`config.mk`:
```
export PLATFORM = sky130hd
export DESIGN_NAME = mac_dot_sequencer_flat
export DESIGN_NICKNAME = d
export VERILOG_FILES = /design/src/rtl/mac_dot_sequencer_if.sv /design/src/rtl/mac_dot_sequencer.sv /design/src/flat_wrapper.sv
export SDC_FILE = /design/constraint.sdc
export NUM_CORES = 1
export LEC_CHECK = 0
export BUFFER_PORTS_ARGS = -buffer_cell sky130_fd_sc_hd__clkbuf_2
export CAP_MARGIN = 5
export CORE_MARGIN = 10
export CORE_UTILIZATION = 64
export CTS_CLUSTER_SIZE = 12
export DETAILED_ROUTE_END_ITERATION = 12
export PLACE_DENSITY = 0.8
export SLEW_MARGIN = 20
export SYNTH_ARGS = -nofsm -noshare
export SYNTH_HDL_FRONTEND = slang
export SYNTH_SLANG_ARGS = --single-unit
export TNS_END_PERCENT = 10
```
`constraint.sdc`:
```
create_clock -name clk -period 3.5 [get_ports clk]
set_input_delay 0.7 -clock clk [delete_from_list [all_inputs] [get_ports clk]]
set_output_delay 0.7 -clock clk [all_outputs]
set_load 0.05 [all_outputs]
```
`src/rtl/mac_dot_sequencer_if.sv`:
```
// mac_dot_sequencer_if
// Groups the job, operand and result handshake signals of the MAC dot-product
// sequencer. clk and rst stay plain ports on the sequencer itself.
//   start/len/busy                : job request and status
//   in_valid/in_ready/in_a/in_b   : operand-pair stream
//   out_valid/out_ready/out_data/out_ovf : result hand-off
// Modports: master = job/operand source and result consumer, slave = sequencer.
interface mac_dot_sequencer_if #(
    parameter int W     = 16,
    parameter int ACC_W = 32,
    parameter int LEN_W = 8
);
    logic             start;
    logic [LEN_W-1:0] len;
    logic             busy;
    logic             in_valid;
    logic             in_ready;
    logic [W-1:0]     in_a;
    logic [W-1:0]     in_b;
    logic             out_valid;
    logic             out_ready;
    logic [ACC_W-1:0] out_data;
    logic             out_ovf;

    modport master (
        output start, len, in_valid, in_a, in_b, out_ready,
        input  busy, in_ready, out_valid, out_data, out_ovf
    );

    modport slave (
        input  start, len, in_valid, in_a, in_b, out_ready,
        output busy, in_ready, out_valid, out_data, out_ovf
    );
endinterface

```
`src/rtl/mac_dot_sequencer.sv`:
```
// mac_dot_sequencer
// Job controller for the 16-bit MAC datapath: accepts a job of len operand
// pairs, multiplies each pair in a registered stage, accumulates into an
// ACC_W-bit accumulator with a sticky carry-out flag, and hands one result
// per job to the consumer.
// Ports:
//   clk  : clock, rising edge
//   rst  : asynchronous active-high reset
//   bus  : mac_dot_sequencer_if.slave (job, operand and result handshakes)
module mac_dot_sequencer #(
    parameter int W     = 16,
    parameter int ACC_W = 32,
    parameter int LEN_W = 8
) (
    input logic                clk,
    input logic                rst,
    mac_dot_sequencer_if.slave bus
);

    localparam logic [1:0] IDLE  = 2'd0;
    localparam logic [1:0] RUN   = 2'd1;
    localparam logic [1:0] DRAIN = 2'd2;
    localparam logic [1:0] DONE  = 2'd3;

    logic [1:0]       state_q, state_d;
    logic [LEN_W-1:0] len_q, len_d;
    logic [LEN_W-1:0] cnt_q, cnt_d;
    logic [ACC_W-1:0] p_q, p_d;
    logic             p_valid_q, p_valid_d;
    logic [ACC_W-1:0] acc_q, acc_d;
    logic             ovf_q, ovf_d;

    logic             accept;
    logic [ACC_W:0]   sum;

    assign accept = bus.in_valid && (state_q == RUN);
    // Extra top bit captures the carry out of the accumulator.
    assign sum    = {1'b0, acc_q} + {1'b0, p_q};

    always_comb begin
        state_d   = state_q;
        len_d     = len_q;
        cnt_d     = cnt_q;
        p_d       = p_q;
        p_valid_d = accept;
        acc_d     = acc_q;
        ovf_d     = ovf_q;

        // Accumulate stage runs regardless of state.
        if (p_valid_q) begin
            acc_d = sum[ACC_W-1:0];
            ovf_d = ovf_q | sum[ACC_W];
        end

        if (accept) begin
            p_d   = ACC_W'(bus.in_a) * ACC_W'(bus.in_b);
            cnt_d = cnt_q + LEN_W'(1);
        end

        case (state_q)
            IDLE: begin
                if (bus.start) begin
                    acc_d = '0;
                    ovf_d = 1'b0;
                    if (bus.len != '0) begin
                        len_d     = bus.len;
                        cnt_d     = '0;
                        p_valid_d = 1'b0;
                        state_d   = RUN;
                    end else begin
                        state_d = DONE;
                    end
                end
            end
            RUN: begin
                if (accept && (cnt_q == len_q - LEN_W'(1))) begin
                    state_d = DRAIN;
                end
            end
            DRAIN: state_d = DONE;
            DONE: begin
                if (bus.out_ready) begin
                    state_d = IDLE;
                end
            end
            default: state_d = IDLE;
        endcase
    end

    always_ff @(posedge clk or posedge rst) begin
        if (rst) begin
            state_q   <= IDLE;
            len_q     <= '0;
            cnt_q     <= '0;
            p_q       <= '0;
            p_valid_q <= 1'b0;
            acc_q     <= '0;
            ovf_q     <= 1'b0;
        end else begin
            state_q   <= state_d;
            len_q     <= len_d;
            cnt_q     <= cnt_d;
            p_q       <= p_d;
            p_valid_q <= p_valid_d;
            acc_q     <= acc_d;
            ovf_q     <= ovf_d;
        end
    end

    assign bus.busy      = (state_q != IDLE);
    assign bus.in_ready  = (state_q == RUN);
    assign bus.out_valid = (state_q == DONE);
    assign bus.out_data  = acc_q;
    assign bus.out_ovf   = ovf_q;

endmodule
```
`src/flat_wrapper.sv`:
```
// flat-port wrapper written by rule: the top's interface ports become plain ports
module mac_dot_sequencer_flat 
#(
    parameter int W     = 16,
    parameter int ACC_W = 32,
    parameter int LEN_W = 8
)
  (clk, rst, bus_start, bus_len, bus_in_valid, bus_in_a, bus_in_b, bus_out_ready, bus_busy, bus_in_ready, bus_out_valid, bus_out_data, bus_out_ovf);
  mac_dot_sequencer_if #(.W(W), .ACC_W(ACC_W), .LEN_W(LEN_W)) bus_i ();
  input logic clk;
  input logic rst;
  input wire logic [$bits(bus_i.start)-1:0] bus_start;
  input wire logic [$bits(bus_i.len)-1:0] bus_len;
  input wire logic [$bits(bus_i.in_valid)-1:0] bus_in_valid;
  input wire logic [$bits(bus_i.in_a)-1:0] bus_in_a;
  input wire logic [$bits(bus_i.in_b)-1:0] bus_in_b;
  input wire logic [$bits(bus_i.out_ready)-1:0] bus_out_ready;
  output wire logic [$bits(bus_i.busy)-1:0] bus_busy;
  output wire logic [$bits(bus_i.in_ready)-1:0] bus_in_ready;
  output wire logic [$bits(bus_i.out_valid)-1:0] bus_out_valid;
  output wire logic [$bits(bus_i.out_data)-1:0] bus_out_data;
  output wire logic [$bits(bus_i.out_ovf)-1:0] bus_out_ovf;
  assign bus_i.start = bus_start;
  assign bus_i.len = bus_len;
  assign bus_i.in_valid = bus_in_valid;
  assign bus_i.in_a = bus_in_a;
  assign bus_i.in_b = bus_in_b;
  assign bus_i.out_ready = bus_out_ready;
  assign bus_busy = bus_i.busy;
  assign bus_in_ready = bus_i.in_ready;
  assign bus_out_valid = bus_i.out_valid;
  assign bus_out_data = bus_i.out_data;
  assign bus_out_ovf = bus_i.out_ovf;
  mac_dot_sequencer #(.W(W), .ACC_W(ACC_W), .LEN_W(LEN_W)) u_core (.clk(clk), .rst(rst), .bus(bus_i));
endmodule
```
==> metrics.md <==
| Metric | Value |
|---|---|
| Outcome | `finished, violations left` |
| Failing checks | `negative setup slack` |
| Final hold vios | `0` |
| Ys Warns | `0` |
| Tcrit/Tclk final | `168%` |
| Crit path DAT | `6.14 ns` |
| Share of layout cells above drive strength 1 | `19.0%` |
| Io pins | `81` |
| Crit path required time | `3.75 ns` |
| Final net count | `2103` |
| Final antenna-violating net count | `0` |
| Worst R2R End | `u_core.bus.out_data[26]` |
| Rel. slew slack | `35.8%` |
| CP Launch Point | `bus_in_b[4]` |
| Finished Layout Cells | `1999` |
| Routed wire length per instance | `17.1 um` |
| Slew @ Worst Pin | `0.962 ns` |
| Worst path cell trace | `clkbuf_16 -> buf_12 -> and2_4 -> fa_1 -> inv_1 -> fa_1 -> inv_1 -> fa_1 -> fa_1 -> fa_1 -> fa_1 -> ha_4 -> a21o_1 -> a21oi_2 -> nor2b_1 -> o41ai_2 -> o22ai_2 -> o21a_1 -> o311ai_2 -> a21oi_2 -> o31ai_2` |
| First-pass GRT wire length | `57800 um` |
| RR Startpoint | `u_core.bus.out_data[0]` |
| Detailed Place HPWL | `28400 um` |
| Area contributors post-synth | `fa_1, dfrtp_1, ha_1` |
| Post-Syn Instances | `1530` |
| FILL cells | `1442` |
| CP Max Fanout | `7` |
| Pre-antenna DRT Iters | `5` |
| Startpoint types | `input port` |
| Clk root buf | `clkbuf_16` |
| Synth cell types | `66` |
| Min-Delay Path Class | `flop to flop` |
| Synth top area share | `28.7%` |
| Clk sinks | `84` |
| GRT Residual Overflow | `0` |
| Clock Path Buffers | `2` |
| Starting DRC count in detailed routing | `850` |
| Number of global-route vias before repair | `12013` |
| Crit-path slowest cell | `fa_1` |
| CP endpoint kind | `flop` |
| Most frequent CP cell | `fa_1` |
| Final Slew Violations | `0` |
| Starting density of the core | `64.8%` |
| Port bufs | `80` |
| GP Congestion | `0.919` |
| Register area share after synthesis | `15.5%` |
| Mapped Nets | `1913` |
| Max incr delay on CP | `0.55 ns` |
| Largest net degree at the start of global routing | `58` |
| Area growth, synth to finish | `17.9%` |
| FF-to-FF path depth | `11` |
| Die footprint | `27400 um2` |
| Clk slew on worst S/H paths | `0.06 ns` |
| Cell Area, Synth | `13600 um2` |
| Via count | `11395` |
| Total GRT Usage | `24.7%` |
| Area leader, netlist | `fa_1` |
| Tmin final | `5.89 ns` |
| #FFs+latches synth | `84` |
| Setup WS pre-CTS | `-2.73 ns` |
| Setup crit end | `u_core.p_q[31]` |
| Die X | `166 um` |
| Die Y | `166 um` |
| Post-synth top flop | `dfrtp_1` |
| Core Area | `21000 um2` |
| Cell Count Post-Placement | `1979` |
| Clock skew | `0.00940 ns` |
| Diode count | `0` |
| FP Rows | `53` |
| Setup violators final | `26` |
| DRC | `0` |
| Routed WL | `34100 um` |
| H-tree Lvls | `3` |
| RSZ-0062 raised after global routing | `true` |
| Setup WS post-layout | `-2.39 ns` |
| Vias/cell | `5.70` |
| Synth async-reset ratio | `100%` |
| Initial antenna violation count | `0` |
| Number of synthesized flops with an enable pin | `0` |
| Slack of the worst reg-to-reg path | `0.24 ns` |
| Mean area per synthesized cell | `8.88 um2` |
| WS Path Type | `input port to flop` |
| Clock buffer count from CTS | `9` |
| Worst-Skew Late Latency | `0.34 ns` |
| CTS tree | `built` |
| Max cap viols | `0` |
| Max Fclk | `170 MHz` |
[stage by stage]
| step | hold slack [ns] | setup TNS [ns] | util (%) | instance area, um2 |
|---|---|---|---|---|
| 3_3_place_gp | 0.467 | -57.53 | 73.3 | 15400 |
| 4_1_cts | 0.492 | -48.06 | 75.5 | 15800 |
| 5_1_grt | 0.524 | -52.65 | 76.4 | 16000 |
| 3_5_place_dp | 0.476 | -60.04 | 73.3 | 15400 |
| 6_report | 0.485 | -47.80 | 76.4 | 16000 |
| 2_1_floorplan | 0.443 | -47.52 | - | 13700 |
[flip-flops by register name (all words and copies together) (netlist names)]
signal,count
u_core.len_q,8
u_core.cnt_q,8
u_core.p_q,32
u_core.p_valid_q,1
u_core.bus.out_data,32
u_core.state_q,2
u_core.bus.out_ovf,1
[worst max-delay path, delay by kind of cell]
kind                     cells  cell delay, ns
AO/OA/AOI/OAI                8            1.68
buffers and inverters        4            0.35
adder cells (fa/ha/maj)      7            3.22
AND/OR/NAND/NOR              2            0.20
[per-layer routing]
metal  wire, um  track usage, %  vias up  share of wire, %
met4        927            7.74        0               2.7
met1      13800            30.6     5672                41
met5          0               0        -                 0
li1           -               -     5279                 -
met3       1780            3.41       88               5.2
met2      17600            43.5      356                51
[placed cells by master, fill, tap and decap left out, drive strengths merged, types with 65 or more instances in the layout]
master,Yosys,routed
fa,195,195
dfrtp,84,84
clkbuf,58,83
ha,143,143
o21ai,69,69
and2,105,105
nor2,65,65
nand2,244,244
inv,225,225
buf,3,168
[cell families after synthesis]
kind of cell / share of synthesized area, %
fa+ha+maj: 41.9
simple gates: 16.9
compound gates: 11.0
mux: 2.20
xor+xnor: 4.58
flops: 15.5
buf+inv: 7.92
[timing repair]
item / 4_1_cts / 5_1_grt
setup endpoints to repair: 27 / 27
setup buffers: 2 / 3
gates cloned: 0 / 0
hold buffers: 0 / 0
pin swaps: 11 / 26
resized for setup: 44 / 48
[final cells by class]
cell class / count / area (um2) / share of cell area [%]
Clock buffer: 11 / 243 / 1.52
Clock inverter: 4 / 48.8 / 0.305
Inverter: 225 / 846 / 5.28
Multi-Input combinational cell: 1160 / 10700 / 66.7
Sequential cell: 84 / 2100 / 13.1
Tap cell: 275 / 344 / 2.15
Timing Repair Buffer: 240 / 1750 / 10.9
[worst min path at each step]
stage,endpoint,depth (start not counted),slack (ns),startpoint
floorplan,u_core.p_q[0],2,0.44,u_core.p_q[0]
global placement,u_core.p_q[9],2,0.47,u_core.p_q[9]
detailed placement,u_core.p_q[9],2,0.48,u_core.p_q[9]
CTS,u_core.p_q[12],2,0.49,u_core.p_q[12]
global route,u_core.p_q[11],2,0.52,u_core.p_q[11]
finish,u_core.p_q[12],2,0.48,u_core.p_q[12]
[Yosys cell counts (all sizes together), types with 34 or more instances]
master,instances
o21ai,69
and2,105
ha,143
clkbuf,58
xor2,34
a21oi,61
inv,225
dfrtp,84
nand2,244
fa,195
xnor2,37
nor2,65
Power is left out: the tool's default activity adds up to more than one toggle a clock period on the data nets, which glitch-free logic cannot reach.
